## src/rtl/gera_asteroides_if.sv

```systemverilog
// Asteroid spawner bus: spawn request, asteroid table read/write port, status pulses.
interface gera_asteroides_if #(
    parameter int unsigned ADDR_W = 4
);
    logic              gera_asteroide;
    logic              aste_loaded_in;
    logic              aste_destruido_in;
    logic [ADDR_W-1:0] aste_addr;
    logic              we_aste;
    logic              new_load_aste;
    logic              new_destruido_aste;
    logic [3:0]        new_coor_x;
    logic [3:0]        new_coor_y;
    logic [2:0]        new_opcode_aste;
    logic              sinal_fim_geracao;
    logic              sinal_tabela_cheia;
    logic [4:0]        db_estado_gera_asteroides;

    // Spawner side
    modport master (
        input  gera_asteroide, aste_loaded_in, aste_destruido_in,
        output aste_addr, we_aste, new_load_aste, new_destruido_aste,
               new_coor_x, new_coor_y, new_opcode_aste,
               sinal_fim_geracao, sinal_tabela_cheia, db_estado_gera_asteroides
    );

    // Control unit / memory side
    modport slave (
        output gera_asteroide, aste_loaded_in, aste_destruido_in,
        input  aste_addr, we_aste, new_load_aste, new_destruido_aste,
               new_coor_x, new_coor_y, new_opcode_aste,
               sinal_fim_geracao, sinal_tabela_cheia, db_estado_gera_asteroides
    );
endinterface

```

## src/rtl/gera_asteroides.sv

```systemverilog
// Asteroid spawner: scans the asteroid table for a free slot and writes one border asteroid.
// Optional macro GERA_ASTEROIDES_ROUND_ROBIN_EN starts each scan after the last written slot.
module gera_asteroides #(
    parameter int unsigned N_ASTE = 16,
    parameter int unsigned ADDR_W = 4,
    parameter logic [7:0]  SEED   = 8'hA5
) (
    input  logic              clock,
    input  logic              reset,
    gera_asteroides_if.master bus
);
    localparam logic [4:0] INICIAL        = 5'b00000;
    localparam logic [4:0] ZERA_CONTADOR  = 5'b00001;
    localparam logic [4:0] LE_SLOT        = 5'b00010;
    localparam logic [4:0] ESPERA_LEITURA = 5'b00011;
    localparam logic [4:0] VERIFICA       = 5'b00100;
    localparam logic [4:0] PROXIMO        = 5'b00101;
    localparam logic [4:0] ESCREVE        = 5'b00110;
    localparam logic [4:0] FIM            = 5'b00111;
    localparam logic [4:0] CHEIA          = 5'b01000;

    localparam logic [ADDR_W-1:0] LAST_SLOT = ADDR_W'(N_ASTE - 1);

    logic [4:0]        state;
    logic [4:0]        state_next;
    logic [7:0]        lfsr;
    logic [ADDR_W-1:0] addr;
    logic [ADDR_W-1:0] scan;
    logic [ADDR_W-1:0] start_addr;
    logic              writing;
    logic [3:0]        place_x;
    logic [3:0]        place_y;
    logic [2:0]        place_op;
    logic              we_q;
    logic              fim_q;
    logic              cheia_q;
    logic [3:0]        x_q;
    logic [3:0]        y_q;
    logic [2:0]        op_q;

    // State register
    always_ff @(posedge clock or posedge reset) begin
        if (reset) state <= INICIAL;
        else       state <= state_next;
    end

    // Next-state logic
    always_comb begin
        state_next = state;
        case (state)
            INICIAL:        if (bus.gera_asteroide) state_next = ZERA_CONTADOR;
            ZERA_CONTADOR:  state_next = LE_SLOT;
            LE_SLOT:        state_next = ESPERA_LEITURA;
            ESPERA_LEITURA: state_next = VERIFICA;
            VERIFICA: begin
                if (!bus.aste_loaded_in || bus.aste_destruido_in) state_next = ESCREVE;
                else if (scan == LAST_SLOT)                       state_next = CHEIA;
                else                                              state_next = PROXIMO;
            end
            PROXIMO:        state_next = LE_SLOT;
            ESCREVE:        state_next = FIM;
            FIM:            state_next = INICIAL;
            CHEIA:          state_next = INICIAL;
            default:        state_next = INICIAL;
        endcase
    end

    // Free-running LFSR, x^8 + x^6 + x^5 + x^4 + 1
    always_ff @(posedge clock or posedge reset) begin
        if (reset) lfsr <= SEED;
        else       lfsr <= {lfsr[6:0], lfsr[7] ^ lfsr[5] ^ lfsr[4] ^ lfsr[3]};
    end

`ifdef GERA_ASTEROIDES_ROUND_ROBIN_EN
    logic [ADDR_W-1:0] last_written;

    // Resetting to the top slot makes the first scan start at 0
    always_ff @(posedge clock or posedge reset) begin
        if (reset)                 last_written <= LAST_SLOT;
        else if (state == ESCREVE) last_written <= addr;
    end

    assign start_addr = last_written + ADDR_W'(1);
`else
    assign start_addr = '0;
`endif

    // Slot address and scan-length counters; address wraps mod N_ASTE
    always_ff @(posedge clock or posedge reset) begin
        if (reset) begin
            addr <= '0;
            scan <= '0;
        end else if (state == ZERA_CONTADOR) begin
            addr <= start_addr;
            scan <= '0;
        end else if (state == PROXIMO) begin
            addr <= addr + ADDR_W'(1);
            scan <= scan + ADDR_W'(1);
        end
    end

    // Border placement: side from L[1:0], position from L[7:4]
    always_comb begin
        place_x  = lfsr[7:4];
        place_y  = 4'h0;
        place_op = 3'b001;
        case (lfsr[1:0])
            2'b00: begin place_x = lfsr[7:4]; place_y = 4'h0;      place_op = 3'b001; end
            2'b01: begin place_x = lfsr[7:4]; place_y = 4'hF;      place_op = 3'b000; end
            2'b10: begin place_x = 4'h0;      place_y = lfsr[7:4]; place_op = 3'b011; end
            default: begin place_x = 4'hF;    place_y = lfsr[7:4]; place_op = 3'b010; end
        endcase
    end

    assign writing = (state_next == ESCREVE);

    // Moore outputs registered alongside the state; coordinates snapshot the LFSR on entry to escreve
    always_ff @(posedge clock or posedge reset) begin
        if (reset) begin
            we_q    <= 1'b0;
            fim_q   <= 1'b0;
            cheia_q <= 1'b0;
            x_q     <= '0;
            y_q     <= '0;
            op_q    <= '0;
        end else begin
            we_q    <= writing;
            fim_q   <= (state_next == FIM);
            cheia_q <= (state_next == CHEIA);
            x_q     <= writing ? place_x  : 4'h0;
            y_q     <= writing ? place_y  : 4'h0;
            op_q    <= writing ? place_op : 3'b000;
        end
    end

    assign bus.aste_addr                 = addr;
    assign bus.we_aste                   = we_q;
    assign bus.new_load_aste             = we_q;
    assign bus.new_destruido_aste        = 1'b0;
    assign bus.new_coor_x                = x_q;
    assign bus.new_coor_y                = y_q;
    assign bus.new_opcode_aste           = op_q;
    assign bus.sinal_fim_geracao         = fim_q;
    assign bus.sinal_tabela_cheia        = cheia_q;
    assign bus.db_estado_gera_asteroides = state;
endmodule

```

## src/flat_wrapper.sv

```systemverilog
// flat-port wrapper written by rule: the top's interface ports become plain ports
module gera_asteroides_flat 
#(
    parameter int unsigned N_ASTE = 16,
    parameter int unsigned ADDR_W = 4,
    parameter logic [7:0]  SEED   = 8'hA5
)
  (clock, reset, bus_gera_asteroide, bus_aste_loaded_in, bus_aste_destruido_in, bus_aste_addr, bus_we_aste, bus_new_load_aste, bus_new_destruido_aste, bus_new_coor_x, bus_new_coor_y, bus_new_opcode_aste, bus_sinal_fim_geracao, bus_sinal_tabela_cheia, bus_db_estado_gera_asteroides);
  gera_asteroides_if #(.ADDR_W(ADDR_W)) bus_i ();
  input  logic clock;
  input  logic reset;
  input wire logic [$bits(bus_i.gera_asteroide)-1:0] bus_gera_asteroide;
  input wire logic [$bits(bus_i.aste_loaded_in)-1:0] bus_aste_loaded_in;
  input wire logic [$bits(bus_i.aste_destruido_in)-1:0] bus_aste_destruido_in;
  output wire logic [$bits(bus_i.aste_addr)-1:0] bus_aste_addr;
  output wire logic [$bits(bus_i.we_aste)-1:0] bus_we_aste;
  output wire logic [$bits(bus_i.new_load_aste)-1:0] bus_new_load_aste;
  output wire logic [$bits(bus_i.new_destruido_aste)-1:0] bus_new_destruido_aste;
  output wire logic [$bits(bus_i.new_coor_x)-1:0] bus_new_coor_x;
  output wire logic [$bits(bus_i.new_coor_y)-1:0] bus_new_coor_y;
  output wire logic [$bits(bus_i.new_opcode_aste)-1:0] bus_new_opcode_aste;
  output wire logic [$bits(bus_i.sinal_fim_geracao)-1:0] bus_sinal_fim_geracao;
  output wire logic [$bits(bus_i.sinal_tabela_cheia)-1:0] bus_sinal_tabela_cheia;
  output wire logic [$bits(bus_i.db_estado_gera_asteroides)-1:0] bus_db_estado_gera_asteroides;
  assign bus_i.gera_asteroide = bus_gera_asteroide;
  assign bus_i.aste_loaded_in = bus_aste_loaded_in;
  assign bus_i.aste_destruido_in = bus_aste_destruido_in;
  assign bus_aste_addr = bus_i.aste_addr;
  assign bus_we_aste = bus_i.we_aste;
  assign bus_new_load_aste = bus_i.new_load_aste;
  assign bus_new_destruido_aste = bus_i.new_destruido_aste;
  assign bus_new_coor_x = bus_i.new_coor_x;
  assign bus_new_coor_y = bus_i.new_coor_y;
  assign bus_new_opcode_aste = bus_i.new_opcode_aste;
  assign bus_sinal_fim_geracao = bus_i.sinal_fim_geracao;
  assign bus_sinal_tabela_cheia = bus_i.sinal_tabela_cheia;
  assign bus_db_estado_gera_asteroides = bus_i.db_estado_gera_asteroides;
  gera_asteroides #(.N_ASTE(N_ASTE), .ADDR_W(ADDR_W), .SEED(SEED)) u_core (.clock(clock), .reset(reset), .bus(bus_i));
endmodule
```

## config.mk

```make
export PLATFORM = sky130hd
export DESIGN_NAME = gera_asteroides_flat
export DESIGN_NICKNAME = d
export VERILOG_FILES = /design/src/rtl/gera_asteroides_if.sv /design/src/rtl/gera_asteroides.sv /design/src/flat_wrapper.sv
export SDC_FILE = /design/constraint.sdc
export NUM_CORES = 1
export LEC_CHECK = 0
export BUFFER_PORTS_ARGS = -buffer_cell sky130_fd_sc_hd__buf_2
export CAP_MARGIN = 30
export CORE_MARGIN = 8
export CORE_UTILIZATION = 51
export DETAILED_ROUTE_END_ITERATION = 10
export PLACE_DENSITY = 0.73
export SLEW_MARGIN = 20
export SYNTH_ARGS = -nofsm -noshare
export SYNTH_HDL_FRONTEND = slang
export SYNTH_SLANG_ARGS = --single-unit
```

## constraint.sdc

```tcl
create_clock -name clock -period 2.5 [get_ports clock]
set_clock_uncertainty 0.2 [all_clocks]
set_input_delay 0 -clock clock [delete_from_list [all_inputs] [get_ports clock]]
set_output_delay 0 -clock clock [all_outputs]
set_load 0.05 [all_outputs]
```

==> summary.md, run 1 <==
| Metric | Value |
|---|---|
| IO buf count | `27` |
| RSZ-0062 raised after global routing | `false` |
| Placed cells | `175` |
| Setup TNS | `0 ns` |
| Post-route cell area | `1598 um^2` |
| Fin util | `0.6391` |
| Crit-path cells | `or4b_4 -> or4b_1 -> nand3_1` |
| I/O pin count | `30` |
| Worst hold slack | `0.08655 ns` |
| CTS Buf Count | `5` |
| Die X-Extent | `~68 um` |
| First-pass GRT wire length | `4.160 mm` |
| DRC Markers | `0` |
| Total grt overflow | `0` |
| Clk_lat worst skew | `~0.33 ns` |
| Post-synth EDFFs | `0` |
| Slew Limit Fails | `0` |
| Most frequent cells in the layout | `30 x dfrtp_1, 27 x buf_2, 25 x nand2_1, 9 x nand3_1, 9 x a21oi_1` |
| Critical Path Stages | `3` |
| Synth-to-Final Area Change | `18.02%` |
| Int Pwr | `0.7286 mW` |
| Vias | `975` |
| Routed vias/inst | `5.214` |
| Yosys cell types | `31` |
| Largest net degree at the start of global routing | `35` |
| Placed inst area | `1499 um^2` |
| DP Wirelength | `1.659 mm` |
| WS Path Type | `register to register` |
| Pwr Total | `0.9891 mW` |
| Core Area | `roughly 2500 um^2` |
| Die area | `about 4600 um^2` |
| Avg Cell Area, Syn | `11.19 um^2` |
| Run status | `completed` |
| Nets | `approximately 160` |
| Yosys Warn Count | `0` |
| R2R Path Start | `u_core.bus.db_estado_gera_asteroides[1]$_DFF_PP0_` |
| P_leak | `0.8226 nW` |
| CP max stage cell | `or4b_4` |
| Detailed-route wire length per cell | `12.97 um` |
| CTS Buffer Depth | `2` |
| Rows | `18` |
| Synth async-reset ratio | `1.000` |
| Ys flop type | `dfrtp_1` |
| RD Place Congestion | `0.7960` |
| CTS tree | `built` |
| DR WL met2 | `between 1 and 1.5 mm` |
| Met1 wire length | `1.058 mm` |
| Finish-stage setup viols | `0` |
| Total track usage | `0.1209` |
| H-Tree Depth | `2` |
| Reg2reg path depth | `3` |
| Max-cap violations | `0` |
| Register bit total from synthesis | `34` |
| Post-synthesis sequential area ratio | `0.6322` |
| Fill cells | `193` |
| CP Launch Type | `register` |
| Crit end category | `register` |
| CTS sink cnt | `34` |
| Sw Share | `0.2634` |
| Post-CTS Setup Repair Bufs | `0` |
| Multi-input logic area | `436.7 um^2` |
| Sequential power share | `0.582` |
| DR iter-0 viols | `42` |
| Reg clk slew, reported paths | `0.10 ns` |
| Cells after synthesis | `121` |
| Layout cells sized above 1 | `0.2675` |
| Peak supply drop | `0.0004392 V` |
| Final antenna-violating net count | `0` |
| F_max | `roughly 0.50 GHz` |
| WL met3 | `between 200 and 250 um` |
| Routed wire length | `2.426 mm` |
| Antenna violations before repair | `0` |
| Final Cycle Share | `0.7922` |
| WP data arrival | `2.04 ns` |
| Bufs and invs on worst path | `0` |
| Final hold violation count | `0` |
| Drt pass-1 iters | `4` |
| Mapped cell area | `1354 um^2` |
| CP top delay family | `simple AND/OR/NAND/NOR gates` |
| CP Max Fanout | `10` |
| Fin cells | `~190` |
| Worst slack at placement | `between 0.5 and 0.6 ns` |
| Die Y | `between 60 and 70 um` |
| Antenna diodes | `0` |
| Vias in the first global route | `916` |
| Top Metal Used | `met4` |
| Min cycle time layout | `just under 2 ns` |
| Worst EP required | `~2.6 ns` |
| Max stage delay on crit path | `between 0.6 and 0.7 ns` |
| Sw power | `0.2606 mW` |
| Crit path from | `u_core.bus.db_estado_gera_asteroides[1]$_DFF_PP0_` |
| Power Dens Cells | `roughly 620 nW/um^2` |
| Root buffer cell | `clkbuf_4` |
| Hold WC Path Type | `input port to asynchronous set/reset pin` |
| Storage element area | `~860 um^2` |
| Initial Utilization | `0.5415` |
| Clock power frac | `0.313` |
| Final worst slack | `0.5195 ns` |
| Most common cell after layout, fill and taps aside | `dfrtp_1` |
| Comb power frac | `0.105` |
tightest hold or removal path, cell delays in order:
cell	delay (ns)
dlygate4sd3_1	0.53
buf_2	0.11
inv_1	0.04
buf_4	0.36
synthesized netlist by cell type (2+ instances only):
cell | n | area, um^2
nand3_1 | 9 | 45.04
clkbuf_1 | 2 | 7.510
dfrtp_1 | 30 | 750.7
nor2_1 | 3 | 11.26
nor2b_1 | 2 | 12.51
xor2_1 | 2 | 17.52
nand4b_1 | 2 | 17.52
buf_4 | 3 | 22.52
nor4_1 | 2 | 12.51
or4b_1 | 2 | 20.02
inv_1 | 3 | 11.26
nand2_1 | 25 | 93.84
a21oi_1 | 9 | 45.04
dfstp_2 | 4 | 105.1
nor3_1 | 2 | 10.01
ha_1 | 2 | 25.02
o211ai_1 | 2 | 15.01
o21ai_0 | 2 | 10.01
xnor2_1 | 2 | 17.52
buf_6 | 2 | 22.52
cells by family (layout without fill, tap and decap cells):
group                    after synthesis  after routing  synth area share
flip-flops                            34             34            0.6322
AO/OA/AOI/OAI                         15             15           0.06469
AND/OR/NAND/NOR                       54             54            0.2052
XOR/XNOR                               4              4           0.02588
adder cells (fa/ha/maj)                2              2           0.01848
other                                  1              3          0.002770
buffers and inverters                 11             45           0.05083
area by class of cell:
type / instances / area share
Clock buffer: 8 / 0.03681
Tap cell: 30 / 0.02349
Sequential cell: 34 / 0.5356
Multi-Input combinational cell: 78 / 0.2733
Timing Repair Buffer: 34 / 0.1237
Inverter: 3 / 0.007048
registers in the layout (all words and copies together), names as in the netlist:
signal,flops
u_core.bus.sinal_fim_geracao,1
u_core.bus.db_estado_gera_asteroides,5
u_core.bus.new_opcode_aste,2
u_core.bus.new_load_aste,1
u_core.lfsr,8
u_core.bus.new_coor_y,4
u_core.bus.aste_addr,4
u_core.scan,4
u_core.bus.sinal_tabela_cheia,1
u_core.bus.new_coor_x,4
power groups by stage:
| stage | Clock (mW) | Combinational (mW) | Sequential [mW] |
|---|---|---|---|
| floorplan | 0 | 0.0575 | 0.612 |
| global placement | 0 | 0.0997 | 0.585 |
| detailed placement | 0 | 0.100 | 0.586 |
| CTS | 0.319 | 0.106 | 0.575 |
| global route | 0.347 | 0.113 | 0.578 |
| finish | 0.310 | 0.104 | 0.576 |
path summary, 6_finish.rpt:
check	endpoint	slack [ns]
worst max-delay path	u_core.bus.aste_addr[3]$_DFFE_PP0P_	0.52
worst min-delay path	u_core.bus.new_coor_y[1]$_DFF_PP0_	0.09
worst max register to register	u_core.bus.aste_addr[3]$_DFFE_PP0P_	0.52
worst min register to register	u_core.lfsr[3]$_DFF_PP0_	0.20
max in group asynchronous	u_core.lfsr[0]$_DFF_PP1_	1.68
min in group clock	u_core.bus.new_opcode_aste[1]$_DFF_PP0_	0.14
timing repair:
| action | 4_1_cts | 5_1_grt |
|---|---|---|
| hold endpoints to repair | 38 | 0 |
| resized for setup | 0 | 0 |
| endpoints found under the setup margin | 0 | 0 |
| hold buffers | 4 | 0 |
metal layers:
layer  vias up  track usage
met5         -            0
met4         0      0.06527
met3         4      0.05132
met2        32       0.1870
met1       458       0.1393
li1        481            -
No activity file was read; power rests on OpenSTA's default activity.
==> inputs of run 2 (changes only) <==
Settings changed: CORE_UTILIZATION 51 to 47, PLACE_DENSITY 0.73 to 0.7.
Clock period 2.5 ns to 1.78 ns, I/O delays scaled along.
==> summary.md, run 2 (synthesis gave the netlist of run 1 again) <==
| Metric | Value |
|---|---|
| Power Dens Cells | `838.8 nW/um^2 (+35%)` |
| Worst EP required | `1.85 ns (-0.71 ns)` |
| Min cycle time layout | `1.788 ns (-0.1925 ns)` |
| Largest net degree at the start of global routing | `35 (unchanged)` |
| Nets | `170 (+4.3%)` |
| Crit end category | `register` |
| First-pass GRT wire length | `4.547 mm (+9.3%)` |
| H-Tree Depth | `2 (unchanged)` |
| Largest Register | `u_core.lfsr` |
| Clk_lat worst skew | `0.34 ns (about the same)` |
| Hold WC Path Type | `input port to asynchronous set/reset pin` |
| R2R Path Start | `u_core.bus.db_estado_gera_asteroides[1]$_DFF_PP0_` |
| RSZ-0062 raised after global routing | `true` |
| Antenna violations before repair | `0 (unchanged)` |
| F_max | `0.5593 GHz (+11%)` |
| Initial Utilization | `0.4909 (-0.05062)` |
| Run status | `finished, violations left` |
| Routed wire length | `2.649 mm (+9.2%)` |
| Most frequent cells in the layout | `27 x buf_2, 26 x dfrtp_1, 25 x nand2_1, 9 x nand3_1, 9 x buf_4` |
| CTS Buffer Depth | `2 (unchanged)` |
| Antenna diodes | `0 (unchanged)` |
| Pwr Total | `1.423 mW (+44%)` |
| Post-route cell area | `1697 um^2 (+6.2%)` |
| Die Y | `69.67 um (+3.2%)` |
| Peak supply drop | `0.0007448 V (+70%)` |
| Core Area | `2758 um^2 (+10%)` |
| WP data arrival | `1.86 ns (-0.18 ns)` |
| DR iter-0 viols | `54 (+29%)` |
| Placed cells | `182 (+4.0%)` |
| Fill cells | `232 (+20%)` |
| CP Launch Type | `register` |
| Reg2reg path depth | `3 (unchanged)` |
| Finish-stage setup viols | `2 (+2)` |
| Setup slack, reg-to-reg | `-0.008 ns (-0.53 ns)` |
| Vias | `1014 (+4.0%)` |
| Fin cells | `195 (+4.3%)` |
| Worst hold slack | `0.07244 ns (-0.01410 ns)` |
| Most common cell after layout, fill and taps aside | `buf_2` |
| Placed inst area | `1550 um^2 (+3.4%)` |
| Failing checks | `setup timing` |
| Rows | `19 (+1)` |
| Post-CTS Setup Repair Bufs | `0 (unchanged)` |
| Final Cycle Share | `1.004 (+0.2123)` |
| Final antenna-violating net count | `0 (unchanged)` |
| Reg clk slew, reported paths | `0.11 ns (about the same)` |
| Root buffer cell | `clkbuf_4` |
| Setup TNS | `-0.008831 ns (-0.008831 ns)` |
| Final worst slack | `-0.007978 ns (-0.5275 ns)` |
| IO buf count | `27 (unchanged)` |
| DP Wirelength | `1.870 mm (+13%)` |
| Final hold violation count | `0 (unchanged)` |
| CTS Buf Count | `5 (unchanged)` |
| Detailed-route wire length per cell | `13.58 um (+4.7%)` |
| I/O pin count | `30 (unchanged)` |
| Vias in the first global route | `1027 (+12%)` |
| Total track usage | `0.1153 (-0.005593)` |
| P_leak | `0.8558 nW (+4.0%)` |
| Slew Limit Fails | `0 (unchanged)` |
| Routed vias/inst | `5.200 (-0.27%)` |
| Synth-to-Final Area Change | `25.32%` |
| Die X-Extent | `69.67 um (+3.2%)` |
| Layout cells sized above 1 | `0.3780 (+0.1105)` |
| Capturing point of the worst reg2reg path | `u_core.scan[3]$_DFFE_PP0P_` |
| Max-cap violations | `0 (unchanged)` |
| Max reg flops | `8 (unchanged)` |
| Setup crit end | `u_core.scan[3]$_DFFE_PP0P_` |
| RD Place Congestion | `0.7625 (-4.2%)` |
| CTS sink cnt | `34 (unchanged)` |
| CP Max Fanout | `4 (-6)` |
| WS Path Type | `register to register` |
| Total grt overflow | `0 (unchanged)` |
| Drt pass-1 iters | `4 (unchanged)` |
| CTS tree | `built` |
| Die area | `4854 um^2 (+6.5%)` |
| Crit path from | `u_core.bus.db_estado_gera_asteroides[1]$_DFF_PP0_` |
| DRC Markers | `0 (unchanged)` |
-- run 2: changes by cell type in the layout (fill, tap and decap cells not counted), sizes merged --
cell / delta
clkinv: +1
buf: +7
clkbuf: -2
clkinvlp: +1
-- run 2: area by class of cell --
type	count	area [um^2]	share of cell area
sequential	34	860.8	0.5074
inverter	3	11.26	0.006637
multi-input combinational	78	467.9	0.2758
timing repair buffer	41	254.0	0.1497
clock buffer	6	51.30	0.03024
tap	31	38.79	0.02286
clock inverter	2	12.51	0.007375
-- run 2: where the power goes --
| part | total, mW | internal (mW) | switching [mW] |
|---|---|---|---|
| sequential | 0.803 | 0.788 | 0.0150 |
| clock | 0.448 | 0.190 | 0.259 |
| combinational | 0.171 | 0.0542 | 0.117 |
-- run 2: metrics by stage --
step           setup slack [ns]    util
6_report              -0.007978  0.6152
3_3_place_gp            0.01516  0.5622
2_1_floorplan           -0.2915       -
4_1_cts                -0.01510  0.6116
5_1_grt                -0.05955  0.6152
3_5_place_dp           -0.03657  0.5622
-- run 2: timing repair --
| action | CTS | global route |
|---|---|---|
| resized for setup | 8 | 2 |
| endpoints found under the hold margin | 38 | 0 |
| endpoints found under the setup margin | 11 | 7 |
| gates cloned | 1 | 0 |
| hold buffers | 4 | 0 |
| pin swaps | 1 | 0 |
-- run 2: metal layers --
| metal | part of all wire | GRT usage |
|---|---|---|
| met5 | 0 | 0 |
| met4 | 0.014 | 0.04464 |
| met3 | 0.071 | 0.06581 |
| met2 | 0.49 | 0.1916 |
| met1 | 0.42 | 0.1172 |
-- run 2: critical path, stage by stage, from the launching register on --
cell	delay, ns
dfrtp_2	0.41
or4b_4	0.56
or4b_1	0.48
nand3_1	0.08
-- run 2: worst min path at each step --
stage | from | end | slack (ns) | cells after the start
floorplan | reset | u_core.bus.aste_addr[0]$_DFFE_PP0P_ | -0.06 | 1
global placement | reset | u_core.bus.aste_addr[1]$_DFFE_PP0P_ | -0.10 | 3
detailed placement | reset | u_core.bus.aste_addr[2]$_DFFE_PP0P_ | -0.09 | 3
CTS | reset | u_core.bus.aste_addr[2]$_DFFE_PP0P_ | 0.07 | 4
global route | reset | u_core.bus.new_coor_y[3]$_DFF_PP0_ | 0.1 | 4
finish | reset | u_core.lfsr[1]$_DFF_PP0_ | 0.07 | 4
==> inputs of run 3 (changes only) <==
Settings changed: CORE_ASPECT_RATIO set to 1.25, CTS_CLUSTER_DIAMETER set to 40.
==> summary.md, run 3 (synthesis gave the netlist of run 1 again) <==
| Metric | Value |
|---|---|
| Vias | `1075 (+6.0%)` |
| Die Y | `76.01 um (+9.1%)` |
| Max-cap violations | `0 (unchanged)` |
| P_leak | `0.8988 nW (+5.0%)` |
| Placed cells | `190 (+4.4%)` |
| Layout cells sized above 1 | `0.3631 (-0.01495)` |
| Slew @ Worst Pin | `0.5600 ns` |
| Peak supply drop | `0.0008391 V (+13%)` |
| Clk_lat worst skew | `0.34 ns (about the same)` |
| Vias in the first global route | `1038 (+1.1%)` |
| Final antenna-violating net count | `0 (unchanged)` |
| I/O pin count | `30 (unchanged)` |
| Fill cells | `241 (+3.9%)` |
| H-Tree Depth | `2 (unchanged)` |
| Synth-to-Final Area Change | `29.02%` |
| Finish-stage setup viols | `1 (-1)` |
| Largest Register | `u_core.lfsr` |
| CTS Buffer Depth | `2 (unchanged)` |
| Run status | `finished, violations left` |
| CP Max Fanout | `4 (unchanged)` |
| Most frequent cells in the layout | `27 x buf_2, 26 x dfrtp_1, 25 x nand2_1, 12 x buf_4, 9 x nand3_1` |
| Total track usage | `0.1218 (+0.006432)` |
| RD Place Congestion | `0.8147 (+6.8%)` |
| WS Path Type | `register to register` |
| DRC Markers | `0 (unchanged)` |
| Antenna diodes | `0 (unchanged)` |
| Min cycle time layout | `1.814 ns (+0.02586 ns)` |
| IO buf count | `27 (unchanged)` |
| Worst hold slack | `0.05845 ns (-0.01399 ns)` |
| Post-route cell area | `1747 um^2 (+2.9%)` |
| Drt pass-1 iters | `4 (unchanged)` |
| First-pass GRT wire length | `4.747 mm (+4.4%)` |
| Power Dens Cells | `899.2 nW/um^2 (+7.2%)` |
| Reg2reg path depth | `3 (unchanged)` |
| WP data arrival | `1.88 ns (+0.02 ns)` |
| Pwr Total | `1.571 mW (+10%)` |
| Largest net degree at the start of global routing | `17 (-51%)` |
| DR iter-0 viols | `50 (-7.4%)` |
| Die area | `4865 um^2 (+0.22%)` |
| CTS Buf Count | `5 (unchanged)` |
| Setup crit end | `u_core.bus.aste_addr[3]$_DFFE_PP0P_` |
| DP Wirelength | `2.036 mm (+8.9%)` |
| Crit path from | `u_core.bus.db_estado_gera_asteroides[4]$_DFF_PP0_` |
| Total grt overflow | `0 (unchanged)` |
| Capturing point of the worst reg2reg path | `u_core.bus.aste_addr[3]$_DFFE_PP0P_` |
| Most common cell after layout, fill and taps aside | `buf_2` |
| Final worst slack | `-0.03383 ns (-0.02586 ns)` |
| CTS tree | `built` |
| Max reg flops | `8 (unchanged)` |
| CP Launch Type | `register` |
| Nets | `174 (+2.4%)` |
| Failing checks | `setup timing` |
| Final Cycle Share | `1.019 (+0.01453)` |
| Placed inst area | `1579 um^2 (+1.9%)` |
| Detailed-route wire length per cell | `14.49 um (+6.7%)` |
| Max-Slew Margin vs Limit | `0.6262` |
| Rows | `22 (+3)` |
| RSZ-0062 raised after global routing | `true` |
| Antenna violations before repair | `0 (unchanged)` |
| Setup slack, reg-to-reg | `-0.03 ns (-0.03 ns)` |
| Routed wire length | `2.956 mm (+12%)` |
| Fin util | `0.6161 (+0.0008190)` |
| Root buffer cell | `clkbuf_4` |
| CTS sink cnt | `34 (unchanged)` |
| Crit end category | `register` |
| Final hold violation count | `0 (unchanged)` |
| Worst EP required | `1.85 ns (about the same)` |
| Die X-Extent | `64.01 um (-8.1%)` |
| Initial Utilization | `0.4775 (-0.01343)` |
| Slew Limit Fails | `0 (unchanged)` |
| Routed vias/inst | `5.270 (+1.3%)` |
| F_max | `0.5513 GHz (-1.4%)` |
| Fin cells | `204 (+4.6%)` |
| Core Area | `2835 um^2 (+2.8%)` |
| R2R Path Start | `u_core.bus.db_estado_gera_asteroides[4]$_DFF_PP0_` |
| Hold WC Path Type | `input port to asynchronous set/reset pin` |
| Reg clk slew, reported paths | `0.09 ns (-0.02 ns)` |
==> run 3: critical path: stages, from the launching register on <==
cell,delay (ns)
dfrtp_2,0.41
or4b_4,0.55
or4b_1,0.52
nand3_1,0.08
==> run 3: how the worst min path moves through the flow <==
stage | end | depth (start not counted) | startpoint
after CTS | u_core.bus.db_estado_gera_asteroides[0]$_DFF_PP0_ | 4 | bus_aste_loaded_in
after detailed placement | u_core.bus.db_estado_gera_asteroides[4]$_DFF_PP0_ | 2 | reset
after global routing | u_core.lfsr[4]$_DFF_PP0_ | 3 | reset
after global placement | u_core.bus.db_estado_gera_asteroides[2]$_DFF_PP0_ | 2 | reset
after floorplan | u_core.bus.aste_addr[0]$_DFFE_PP0P_ | 1 | reset
final | u_core.lfsr[6]$_DFF_PP0_ | 3 | reset
==> run 3: layout make-up <==
type | instances | area (um^2) | area share
Clock inverter | 1 | 30.03 | 0.01719
Timing Repair Buffer | 44 | 277.8 | 0.1590
Sequential cell | 34 | 860.8 | 0.4928
Inverter | 3 | 11.26 | 0.006447
Tap cell | 36 | 45.04 | 0.02579
Clock buffer | 7 | 55.05 | 0.03152
Multi-Input combinational cell | 79 | 466.7 | 0.2672
==> run 3: layer usage <==
| layer | part of all wire | track usage |
|---|---|---|
| met3 | 0.077 | 0.06176 |
| met2 | 0.51 | 0.1903 |
| met5 | 0 | 0 |
| met4 | 0.014 | 0.05369 |
| met1 | 0.40 | 0.1342 |
==> run 3: power breakdown <==
| group | leakage (nW) | total (mW) | switching, mW | internal [mW] |
|---|---|---|---|---|
| Sequential | 0.451 | 0.800 | 0.0119 | 0.788 |
| Clock | 0.0455 | 0.581 | 0.245 | 0.335 |
| Combinational | 0.403 | 0.190 | 0.127 | 0.0629 |
==> run 3: through the flow <==
| step | setup TNS [ns] | setup WS, ns |
|---|---|---|
| 2_1_floorplan | -3.726 | -0.2915 |
| 3_3_place_gp | 0 | 0.001494 |
| 3_5_place_dp | -0.02737 | -0.02562 |
| 4_1_cts | -0.03377 | -0.01676 |
| 5_1_grt | -0.09491 | -0.05851 |
| 6_report | -0.03383 | -0.03383 |
==> run 3: what timing repair did <==
item / 4_1_cts / 5_1_grt
cloned: 0 / 1
resized for setup: 3 / 5
buffers inserted: 0 / 1
hold endpoints to repair: 38 / 9
pin swaps: 0 / 3
hold buffers: 4 / 1
setup endpoints to repair: 10 / 15
